==> src/rtl/hilo_mult_if.sv <==
// Handshake and result bundle between the EX-stage control logic and the
// HI/LO multiply sequencer.
interface hilo_mult_if #(
  parameter int WIDTH = 32
) ();
  logic             start;
  logic             is_signed;
  logic [WIDTH-1:0] op_a;
  logic [WIDTH-1:0] op_b;
  logic [1:0]       regsel_EX;
  logic [WIDTH-1:0] hi;
  logic [WIDTH-1:0] lo;
  logic [WIDTH-1:0] hilo_rdata;
  logic             busy;
  logic             done;
  logic             stall_req;

  modport master (
    output start, is_signed, op_a, op_b, regsel_EX,
    input  hi, lo, hilo_rdata, busy, done, stall_req
  );

  modport slave (
    input  start, is_signed, op_a, op_b, regsel_EX,
    output hi, lo, hilo_rdata, busy, done, stall_req
  );
endinterface

==> src/rtl/hilo_mult_sequencer.sv <==
// Iterative shift-add multiplier that owns the HI/LO registers for mult/multu.
// The multiply takes WIDTH CALC cycles plus one SIGN cycle, and stalls hazards meanwhile.
module hilo_mult_sequencer #(
  parameter int WIDTH = 32
) (
  input  logic       clk,
  input  logic       rst,
  hilo_mult_if.slave bus
);
  localparam int CW = $clog2(WIDTH + 1);

  typedef enum logic [1:0] {IDLE, CALC, SIGN} state_e;

  state_e             state_q,  state_d;
  logic [WIDTH-1:0]   mcand_q,  mcand_d;
  logic [WIDTH-1:0]   mplier_q, mplier_d;
  logic [WIDTH-1:0]   hi_q,     hi_d;
  logic [WIDTH-1:0]   lo_q,     lo_d;
  logic [2*WIDTH:0]   acc_q,    acc_d;
  logic [CW-1:0]      count_q,  count_d;
  logic               neg_q,    neg_d;
  logic               done_q,   done_d;

  logic [2*WIDTH:0]   acc_sum;
  logic [2*WIDTH-1:0] product;
  logic               busy;

  always_comb begin
    // NOTE: every signal gets a default before the case so no path leaves it
    // unassigned; a missing default here would infer a latch.
    state_d  = state_q;
    mcand_d  = mcand_q;
    mplier_d = mplier_q;
    hi_d     = hi_q;
    lo_d     = lo_q;
    acc_d    = acc_q;
    count_d  = count_q;
    neg_d    = neg_q;
    done_d   = 1'b0;
    acc_sum  = '0;
    product  = '0;

    case (state_q)
      IDLE: begin
        if (bus.start) begin
          state_d = CALC;
          count_d = '0;
          acc_d   = '0;
          if (bus.is_signed) begin
            // |-2^(W-1)| wraps to 2^(W-1), which is exactly right as an unsigned magnitude.
            mcand_d  = bus.op_a[WIDTH-1] ? -bus.op_a : bus.op_a;
            mplier_d = bus.op_b[WIDTH-1] ? -bus.op_b : bus.op_b;
            neg_d    = bus.op_a[WIDTH-1] ^ bus.op_b[WIDTH-1];
          end else begin
            mcand_d  = bus.op_a;
            mplier_d = bus.op_b;
            neg_d    = 1'b0;
          end
        end
      end

      CALC: begin
        // The extra accumulator bit catches the carry out of the upper-half add.
        acc_sum  = acc_q + (mplier_q[0] ? {1'b0, mcand_q, {WIDTH{1'b0}}} : '0);
        acc_d    = acc_sum >> 1;
        mplier_d = mplier_q >> 1;
        count_d  = count_q + CW'(1);
        if (count_q == CW'(WIDTH - 1)) begin
          state_d = SIGN;
        end
      end

      SIGN: begin
        product = neg_q ? -acc_q[2*WIDTH-1:0] : acc_q[2*WIDTH-1:0];
        hi_d    = product[2*WIDTH-1:WIDTH];
        lo_d    = product[WIDTH-1:0];
        done_d  = 1'b1;
        state_d = IDLE;
      end

      default: state_d = IDLE;
    endcase
  end

  always_ff @(posedge clk) begin
    // NOTE: sequential state uses non-blocking assignments so every flop
    // samples its _d value from before the edge, independent of statement order.
    if (!rst) begin
      state_q  <= IDLE;
      mcand_q  <= '0;
      mplier_q <= '0;
      hi_q     <= '0;
      lo_q     <= '0;
      acc_q    <= '0;
      count_q  <= '0;
      neg_q    <= 1'b0;
      done_q   <= 1'b0;
    end else begin
      state_q  <= state_d;
      mcand_q  <= mcand_d;
      mplier_q <= mplier_d;
      hi_q     <= hi_d;
      lo_q     <= lo_d;
      acc_q    <= acc_d;
      count_q  <= count_d;
      neg_q    <= neg_d;
      done_q   <= done_d;
    end
  end

  assign busy          = (state_q == CALC) || (state_q == SIGN);
  assign bus.busy      = busy;
  assign bus.done      = done_q;
  assign bus.hi        = hi_q;
  assign bus.lo        = lo_q;
  assign bus.stall_req = busy && (bus.start || (bus.regsel_EX == 2'd1) || (bus.regsel_EX == 2'd2));

  // Regsel 3 is reserved and reads as zero, same as "no read".
  always_comb begin
    case (bus.regsel_EX)
      2'd1:    bus.hilo_rdata = hi_q;
      2'd2:    bus.hilo_rdata = lo_q;
      default: bus.hilo_rdata = '0;
    endcase
  end
endmodule

==> src/flat_wrapper.sv <==
// flat-port wrapper written by rule: the top's interface ports become plain ports
module hilo_mult_sequencer_flat 
#(
  parameter int WIDTH = 32
)
  (clk, rst, bus_start, bus_is_signed, bus_op_a, bus_op_b, bus_regsel_EX, bus_hi, bus_lo, bus_hilo_rdata, bus_busy, bus_done, bus_stall_req);
  hilo_mult_if #(.WIDTH(WIDTH)) bus_i ();
  input  logic clk;
  input  logic rst;
  input wire logic [$bits(bus_i.start)-1:0] bus_start;
  input wire logic [$bits(bus_i.is_signed)-1:0] bus_is_signed;
  input wire logic [$bits(bus_i.op_a)-1:0] bus_op_a;
  input wire logic [$bits(bus_i.op_b)-1:0] bus_op_b;
  input wire logic [$bits(bus_i.regsel_EX)-1:0] bus_regsel_EX;
  output wire logic [$bits(bus_i.hi)-1:0] bus_hi;
  output wire logic [$bits(bus_i.lo)-1:0] bus_lo;
  output wire logic [$bits(bus_i.hilo_rdata)-1:0] bus_hilo_rdata;
  output wire logic [$bits(bus_i.busy)-1:0] bus_busy;
  output wire logic [$bits(bus_i.done)-1:0] bus_done;
  output wire logic [$bits(bus_i.stall_req)-1:0] bus_stall_req;
  assign bus_i.start = bus_start;
  assign bus_i.is_signed = bus_is_signed;
  assign bus_i.op_a = bus_op_a;
  assign bus_i.op_b = bus_op_b;
  assign bus_i.regsel_EX = bus_regsel_EX;
  assign bus_hi = bus_i.hi;
  assign bus_lo = bus_i.lo;
  assign bus_hilo_rdata = bus_i.hilo_rdata;
  assign bus_busy = bus_i.busy;
  assign bus_done = bus_i.done;
  assign bus_stall_req = bus_i.stall_req;
  hilo_mult_sequencer #(.WIDTH(WIDTH)) u_core (.clk(clk), .rst(rst), .bus(bus_i));
endmodule
==> config.mk <==
export PLATFORM = sky130hd
export DESIGN_NAME = hilo_mult_sequencer_flat
export DESIGN_NICKNAME = d
export VERILOG_FILES = /design/src/rtl/hilo_mult_if.sv /design/src/rtl/hilo_mult_sequencer.sv /design/src/flat_wrapper.sv
export SDC_FILE = /design/constraint.sdc
export NUM_CORES = 1
export LEC_CHECK = 0
export BUFFER_PORTS_ARGS = -buffer_cell sky130_fd_sc_hd__buf_2
export CORE_ASPECT_RATIO = 0.5
export CORE_MARGIN = 1.5
export CORE_UTILIZATION = 63
export DETAILED_ROUTE_END_ITERATION = 16
export GPL_ROUTABILITY_DRIVEN = 1
export HOLD_SLACK_MARGIN = 0.12
export PLACE_DENSITY = 0.87
export SETUP_SLACK_MARGIN = 0.02
export SLEW_MARGIN = 20
export SYNTH_ARGS = -nofsm -noshare
export SYNTH_HDL_FRONTEND = slang
export SYNTH_SLANG_ARGS = --single-unit
export TNS_END_PERCENT = 50
==> constraint.sdc <==
create_clock -name clk -period 6.81 [get_ports clk]
set_clock_uncertainty 0.05 [all_clocks]
set_input_delay 1.7025 -clock clk [delete_from_list [all_inputs] [get_ports clk]]
set_output_delay 1.7025 -clock clk [all_outputs]
set_load 0.005 [all_outputs]
==> results of run 1 <==
-- placed cells by master (no fill, tap or decap), types with 4 or more instances in the layout --
cell,instances
clkbuf_8,5
nand2b_1,8
ha_1,38
nand3b_1,5
a222oi_1,30
a22oi_1,77
o41ai_1,17
nor2b_1,8
xnor2_1,41
nand2_1,103
nor2_1,217
buf_4,4
clkbuf_1,5
o21bai_1,4
dfxtp_1,201
mux2i_1,6
o21ai_0,105
a211oi_1,58
nor3_1,18
and2_1,38
nand4_1,10
nand3_1,17
or4_1,15
or3_1,14
or2_2,5
clkbuf_16,21
buf_2,168
a21oi_1,79
xor2_1,106
nor4_1,9
inv_1,27
o21a_1,4
a21o_1,14
o2111ai_1,4
and3_1,5
a31oi_1,5
a311oi_1,5
o31ai_1,28
-- cell type report --
| class | instances | area (µm²) | share of cell area (%) |
|---|---|---|---|
| repair buffers | 172 | 871 | 6.55 |
| inverters | 28 | 108 | 0.809 |
| clock buffers | 31 | 613 | 4.61 |
| flip-flops and latches | 202 | 4050 | 30.4 |
| well taps | 240 | 300 | 2.26 |
| multi-input cells | 1138 | 7330 | 55.1 |
| clock inverters | 4 | 23.8 | 0.179 |
-- flip-flops by register name, indices dropped and copies added, names as in the netlist --
name / count
u_core.neg_q: 1
u_core.state_q: 2
u_core.bus.lo: 32
u_core.bus.hi: 32
u_core.mcand_q: 32
u_core.acc_q: 64
u_core.count_q: 6
u_core.mplier_q: 32
u_core.bus.done: 1
-- power by group --
part / leakage, nW / internal, W / total, W / switching [W]
clock network: 0.317 / 0.000621 / 0.00110 / 0.000476
registers: 1.64 / 0.00138 / 0.00157 / 0.000191
logic: 3.61 / 0.000413 / 0.00113 / 0.000718
total: 5.57 / 0.00242 / 0.00380 / 0.00139
-- per-layer routing --
metal | vias up | share of wire, % | global-route usage [%]
met5 | - | 0 | 0
met4 | 0 | 1.4 | 6.11
met3 | 48 | 9.4 | 6.62
met2 | 526 | 43 | 52.9
met1 | 5451 | 46 | 47.0
li1 | 5535 | - | -
-- stage by stage --
stage / util (%) / hold slack (ps) / worst slack, ps / instance area [µm²] / power (W)
after floorplan: - / 382 / 2480 / 11800 / 0.00232
after global placement: 68.7 / 393 / 1900 / 12600 / 0.00265
after detailed placement: 68.7 / 403 / 1750 / 12600 / 0.00270
after CTS: 72.2 / 411 / 1750 / 13300 / 0.00378
after global routing: 72.3 / 440 / 2020 / 13300 / 0.00400
final: 72.3 / 407 / 2080 / 13300 / 0.00380
-- critical path, cell delays in order --
cell and delay (ps):
buf_2 110, inv_1 50, ha_2 600, a22oi_1 210
nor2_1 170, buf_2 140
-- worst max-delay path by stage --
| stage | slack, ps | depth (start not counted) | end |
|---|---|---|---|
| 6_report | 2080 | 6 | bus_hilo_rdata[2] |
| 5_1_grt | 2020 | 6 | bus_hilo_rdata[25] |
| 4_1_cts | 1750 | 6 | bus_hilo_rdata[26] |
| 3_5_place_dp | 1750 | 6 | bus_hilo_rdata[26] |
| 3_3_place_gp | 1900 | 6 | bus_hilo_rdata[26] |
| 2_1_floorplan | 2480 | 6 | bus_hilo_rdata[0] |
-- cells in the mapped netlist (5+ instances only) --
cell type / number
a211oi_1: 58
a222oi_1: 30
and2_1: 39
mux2i_1: 6
nand2_1: 103
nor2b_1: 8
xnor2_1: 41
a31oi_1: 5
a21oi_1: 80
o21ai_0: 105
nand2b_1: 8
and3_1: 5
nor4_1: 9
ha_1: 41
or4_1: 15
clkbuf_1: 100
nand4_1: 10
a21o_1: 14
inv_1: 28
a311oi_1: 5
nor3_1: 18
a22oi_1: 77
o31ai_1: 28
dfxtp_1: 202
nand3_1: 17
nand3b_1: 5
or3_1: 14
o41ai_1: 17
or2_2: 5
xor2_1: 106
nor2_1: 220
-- cells by family (layout without fill, tap and decap cells) --
family | after synthesis | after routing | share of synthesized area (%)
buf+inv | 131 | 235 | 4.16
compound gates | 455 | 455 | 26.3
fa+ha+maj | 42 | 42 | 4.51
simple gates | 487 | 487 | 19.4
flops | 202 | 202 | 34.2
xor+xnor | 147 | 147 | 10.9
mux | 7 | 7 | 0.603
==> results.md, run 1 <==
* Outcome: completed
* Final Hold Vio Count at 0
* Total track usage at 33.1%
* HP Start: u_core.mcand_q[0]
* Worst r2r src: u_core.mplier_q[0]
* Worst reg2reg path depth at 12
* Starting density of the core at 64.3%
* Pwr dens at 286 mW/mm²
* Netlist Area Pre-Place at 0.0118 mm²
* Clk sink count at 202
* Worst Setup End Kind: primary output
* Core Rows at 35
* Initial antenna violation count at 0
* Number of global-route vias before repair at 10300
* Largest area contributor in the netlist: dfxtp_1
* RSZ-0062 raised after global routing: no
* Max-cap violations at 0
* Slew @ Worst Pin at 1040 ps
* I/O pin cnt at 169
* Clock transition at path regs at 60 ps
* Number of synthesized flops with an enable pin at 0
* Period utilization at 69.5%
* Filler cell count in the final layout at 1467
* Ys async rst share at 0%
* GP Congestion at 0.923
* Die Wd at 197 µm
* DPL Wire Length at 24200 µm
* First drt pass iteration count at 8
* Cells after synthesis at 1471
* CTS Buf Count at 21
* Startpoint types: input port
* Worst EP required at 5060 ps
* Vias per cell at 6.37
* Yosys cell types at 61
* Post-cts sizing count at 0
* DRT antenna net count at 0
* Via count at 11600
* Die height at 99.9 µm
* Clock Path Buffers at 3
* Wire per inst at 18.5 µm
* Reg2reg end: u_core.acc_q[63]
* Die Area at 0.0197 mm²
* Max Clock Freq at 211 MHz
* Mapped Nets at 1583
* Max-Slew Margin vs Limit at 30.4%
* Core box area at 0.0184 mm²
* H-tree levels at 1
* Max-slew violation count at 0
* Port Buffers at 168
* Non-filler cells in the finished layout at 1815
* Synthesis-stage register bit count at 202
* Crit path max fanout at 33
* Static Leakage at 5.57 nW
* Setup TNS at 0 ps
* Crit Path Class: in -> out
* Worst VDD drop at 0.193 mV
* Worst skew pair latency at 500 ps
* Ant diodes at 0
* Routed WL at 33600 µm
* Root buffer cell: clkbuf_16
* Area growth, synth to finish at 12.4%
* Min Tclk post-route at 4730 ps
* DRC Markers at 0
* Share of cells above drive strength 1 at 14.8%
* CTS tree: yes
* Hold Path Class: reg -> reg
* Hold EP: u_core.mcand_q[0]
* Hold Path Cell Cnt at 2
* Area share of the largest cell type after synthesis at 34.2%
* Grt ovf at 0
* Placed insts at 1780
* Most used DFF post-synth: dfxtp_1
* Starting DRC count in detailed routing at 1026
* Post-CTS Hold Buffers at 0
* Crit path launch: bus_regsel_EX[0]
* Largest net degree at the start of global routing at 97
* Setup bufs post-CTS at 0
* Avg Inst Size Synth at 8.04 µm²
* Ys Warns at 0
* Reg2Reg Setup Slack at 2810 ps
* Synth area leaders: dfxtp_1 (34%), xor2_1 (7.8%), nor2_1 (7.0%)
* # setup viols final at 0
* Sequential fraction of the synthesis area at 34.2%
* Worst path arrival time at 2980 ps
* First-pass GRT wire length at 53200 µm
* # nets final at 1675
(Power assumes the default switching activity.)
==> run 2, diff against run 1 <==
--- a/config.mk
+++ b/config.mk
@@ -8,11 +8,11 @@
 export BUFFER_PORTS_ARGS = -buffer_cell sky130_fd_sc_hd__buf_2
 export CORE_ASPECT_RATIO = 0.5
 export CORE_MARGIN = 1.5
-export CORE_UTILIZATION = 63
+export CORE_UTILIZATION = 58
 export DETAILED_ROUTE_END_ITERATION = 16
 export GPL_ROUTABILITY_DRIVEN = 1
 export HOLD_SLACK_MARGIN = 0.12
-export PLACE_DENSITY = 0.87
+export PLACE_DENSITY = 0.81
 export SETUP_SLACK_MARGIN = 0.02
 export SLEW_MARGIN = 20
 export SYNTH_ARGS = -nofsm -noshare
==> constraint.sdc (replaced) <==
create_clock -name clk -period 4.7 [get_ports clk]
set_clock_uncertainty 0.05 [all_clocks]
set_input_delay 1.175 -clock clk [delete_from_list [all_inputs] [get_ports clk]]
set_output_delay 1.175 -clock clk [all_outputs]
set_load 0.005 [all_outputs]
==> run 2 against run 1 <==
Net effect:
- cell count up 1.9%
- sequential cell count unchanged
- power up 44%
- sequential power up 43%
- critical path depth up 7
==> results.md, run 2 (same netlist as run 1, synthesis figures left out) <==
* Outcome: completed
* Clk sink count at 202
* Worst EP required at 5040 ps
* First-pass GRT wire length at 54700 µm
* Initial antenna violation count at 0
* H-tree levels at 1
* Core box area at 0.0197 mm²
* Static Leakage at 5.60 nW
* WP depth at 13
* CTS Buf Count at 19
* Routed WL at 34800 µm
* Post-CTS Hold Buffers at 0
* DPL Wire Length at 25300 µm
* CTS tree: yes
* Core Rows at 36
* First drt pass iteration count at 6
* CP peak stage delay at 400 ps
* Placed insts at 1816
* Critical-path top delay cell: fa_1
* Share of cells above drive strength 1 at 15.1%
* Starting density of the core at 60.0%
* Final Hold Vio Count at 0
* DRC Markers at 0
* Via count at 11600
* Vias per cell at 6.27
* DRT antenna net count at 0
* Wire per inst at 18.8 µm
* Reg2Reg Setup Slack at 1200 ps
* Setup bufs post-CTS at 0
* Area growth, synth to finish at 13.0%
* Critical Path, Cell by Cell: buf_4 -> and2_1 -> ha_1 -> inv_1 -> fa_1 -> nor2b_1 -> o2111ai_1 -> a21boi_0 -> o21ai_0 -> a21oi_1 -> a21o_1 -> a311oi_1 -> mux2_2
* Number of global-route vias before repair at 10500
* Root buffer cell: clkbuf_16
* Worst Setup End Kind: flop
* Starting DRC count in detailed routing at 1278
* Ant diodes at 0
* # setup viols final at 0
* I/O pin cnt at 169
* Min Tclk post-route at 3500 ps
* Pwr dens at 409 mW/mm²
* Most frequent cells in the layout: nor2_1 (218), dfxtp_1 (201), buf_2 (168), xor2_1 (106), o21ai_0 (105)
* Worst path arrival time at 3840 ps
* Setup TNS at 0 ps
* Final core utilization at 67.8%
* Non-filler cells in the finished layout at 1849
* Largest net degree at the start of global routing at 117
* Reg with most FFs: u_core.acc_q
* Port Buffers at 168
* Crit path max-delay family: compound AO/OA/AOI/OAI gates
* Max Clock Freq at 286 MHz
* Die Area at 0.0213 mm²
* GP Congestion at 0.917
* Filler cell count in the final layout at 1647
* Hold Path Class: reg -> reg
* Number of flip-flops in the largest register at 64
* Crit Path Class: reg -> reg
* Worst skew pair latency at 500 ps
* Clock transition at path regs at 70 ps
* RSZ-0062 raised after global routing: no
* Grt ovf at 0
* Total track usage at 31.5%
* Startpoint types: flop
* Die Wd at 205 µm
* Period utilization at 74.4%
* # nets final at 1683
* Worst VDD drop at 0.281 mV
* Max-Slew Margin vs Limit at 40.0%
* Max-cap violations at 0
* Max-slew violation count at 0
* Worst Path Buf+Inv at 2
* Hold Path Cell Cnt at 2
* Die height at 104 µm
* Slew @ Worst Pin at 900 ps
* Clock Path Buffers at 3
* Commonest non-fill, non-tap cell in the layout: nor2_1
* Crit path max fanout at 34
* Worst reg2reg path depth at 13
* Post-cts sizing count at 0
-- run 2: changes by cell type in the layout (fill, tap and decap cells not counted), sizes merged --
cell / change
clkinvlp: +1
clkinv: +1
clkbuf: -5
bufinv: +1
buf: +10
-- run 2: stage by stage --
stage	setup WS [ps]	hold WS, ps	power (W)	instance area, µm²
CTS	1240	415	0.00544	13400
global route	966	445	0.00575	13400
finish	1200	412	0.00547	13400
floorplan	1360	382	0.00336	11800
global placement	938	393	0.00387	12800
detailed placement	788	406	0.00394	12800
-- run 2: worst reg2reg max path: stages, from the launching register on --
cell	delay, ps
dfxtp_1	320
buf_4	240
and2_1	210
ha_1	180
inv_1	50
fa_1	400
nor2b_1	170
o2111ai_1	200
a21boi_0	330
o21ai_0	200
a21oi_1	380
a21o_1	220
a311oi_1	140
mux2_2	300
-- run 2: layout make-up --
cell class,count,area (µm²),share of cell area (%)
well taps,266,333,2.49
clock buffers,26,532,3.98
inverters,28,108,0.805
flip-flops and latches,202,4050,30.3
clock inverters,7,66.3,0.496
multi-input cells,1138,7320,54.8
repair buffers,182,958,7.17
-- run 2: final timing paths --
path                        end               start
max            u_core.acc_q[61]  u_core.mplier_q[0]
min          u_core.mcand_q[31]  u_core.mcand_q[31]
max reg2reg    u_core.acc_q[61]  u_core.mplier_q[0]
min reg2reg  u_core.mcand_q[31]  u_core.mcand_q[31]
-- run 2: where the power goes --
group          switching [W]  total (W)  internal, W
Clock               0.000676    0.00153     0.000851
Combinational        0.00108    0.00170     0.000616
Sequential          0.000238    0.00224      0.00200
-- run 2: metal layers --
| layer | GRT usage, % | vias up | wire (µm) |
|---|---|---|---|
| met2 | 48.4 | 480 | 15200 |
| li1 | - | 5540 | - |
| met3 | 5.29 | 48 | 3050 |
| met1 | 46.2 | 5531 | 16000 |
| met4 | 6.88 | 0 | 572 |
| met5 | 0 | - | 0 |
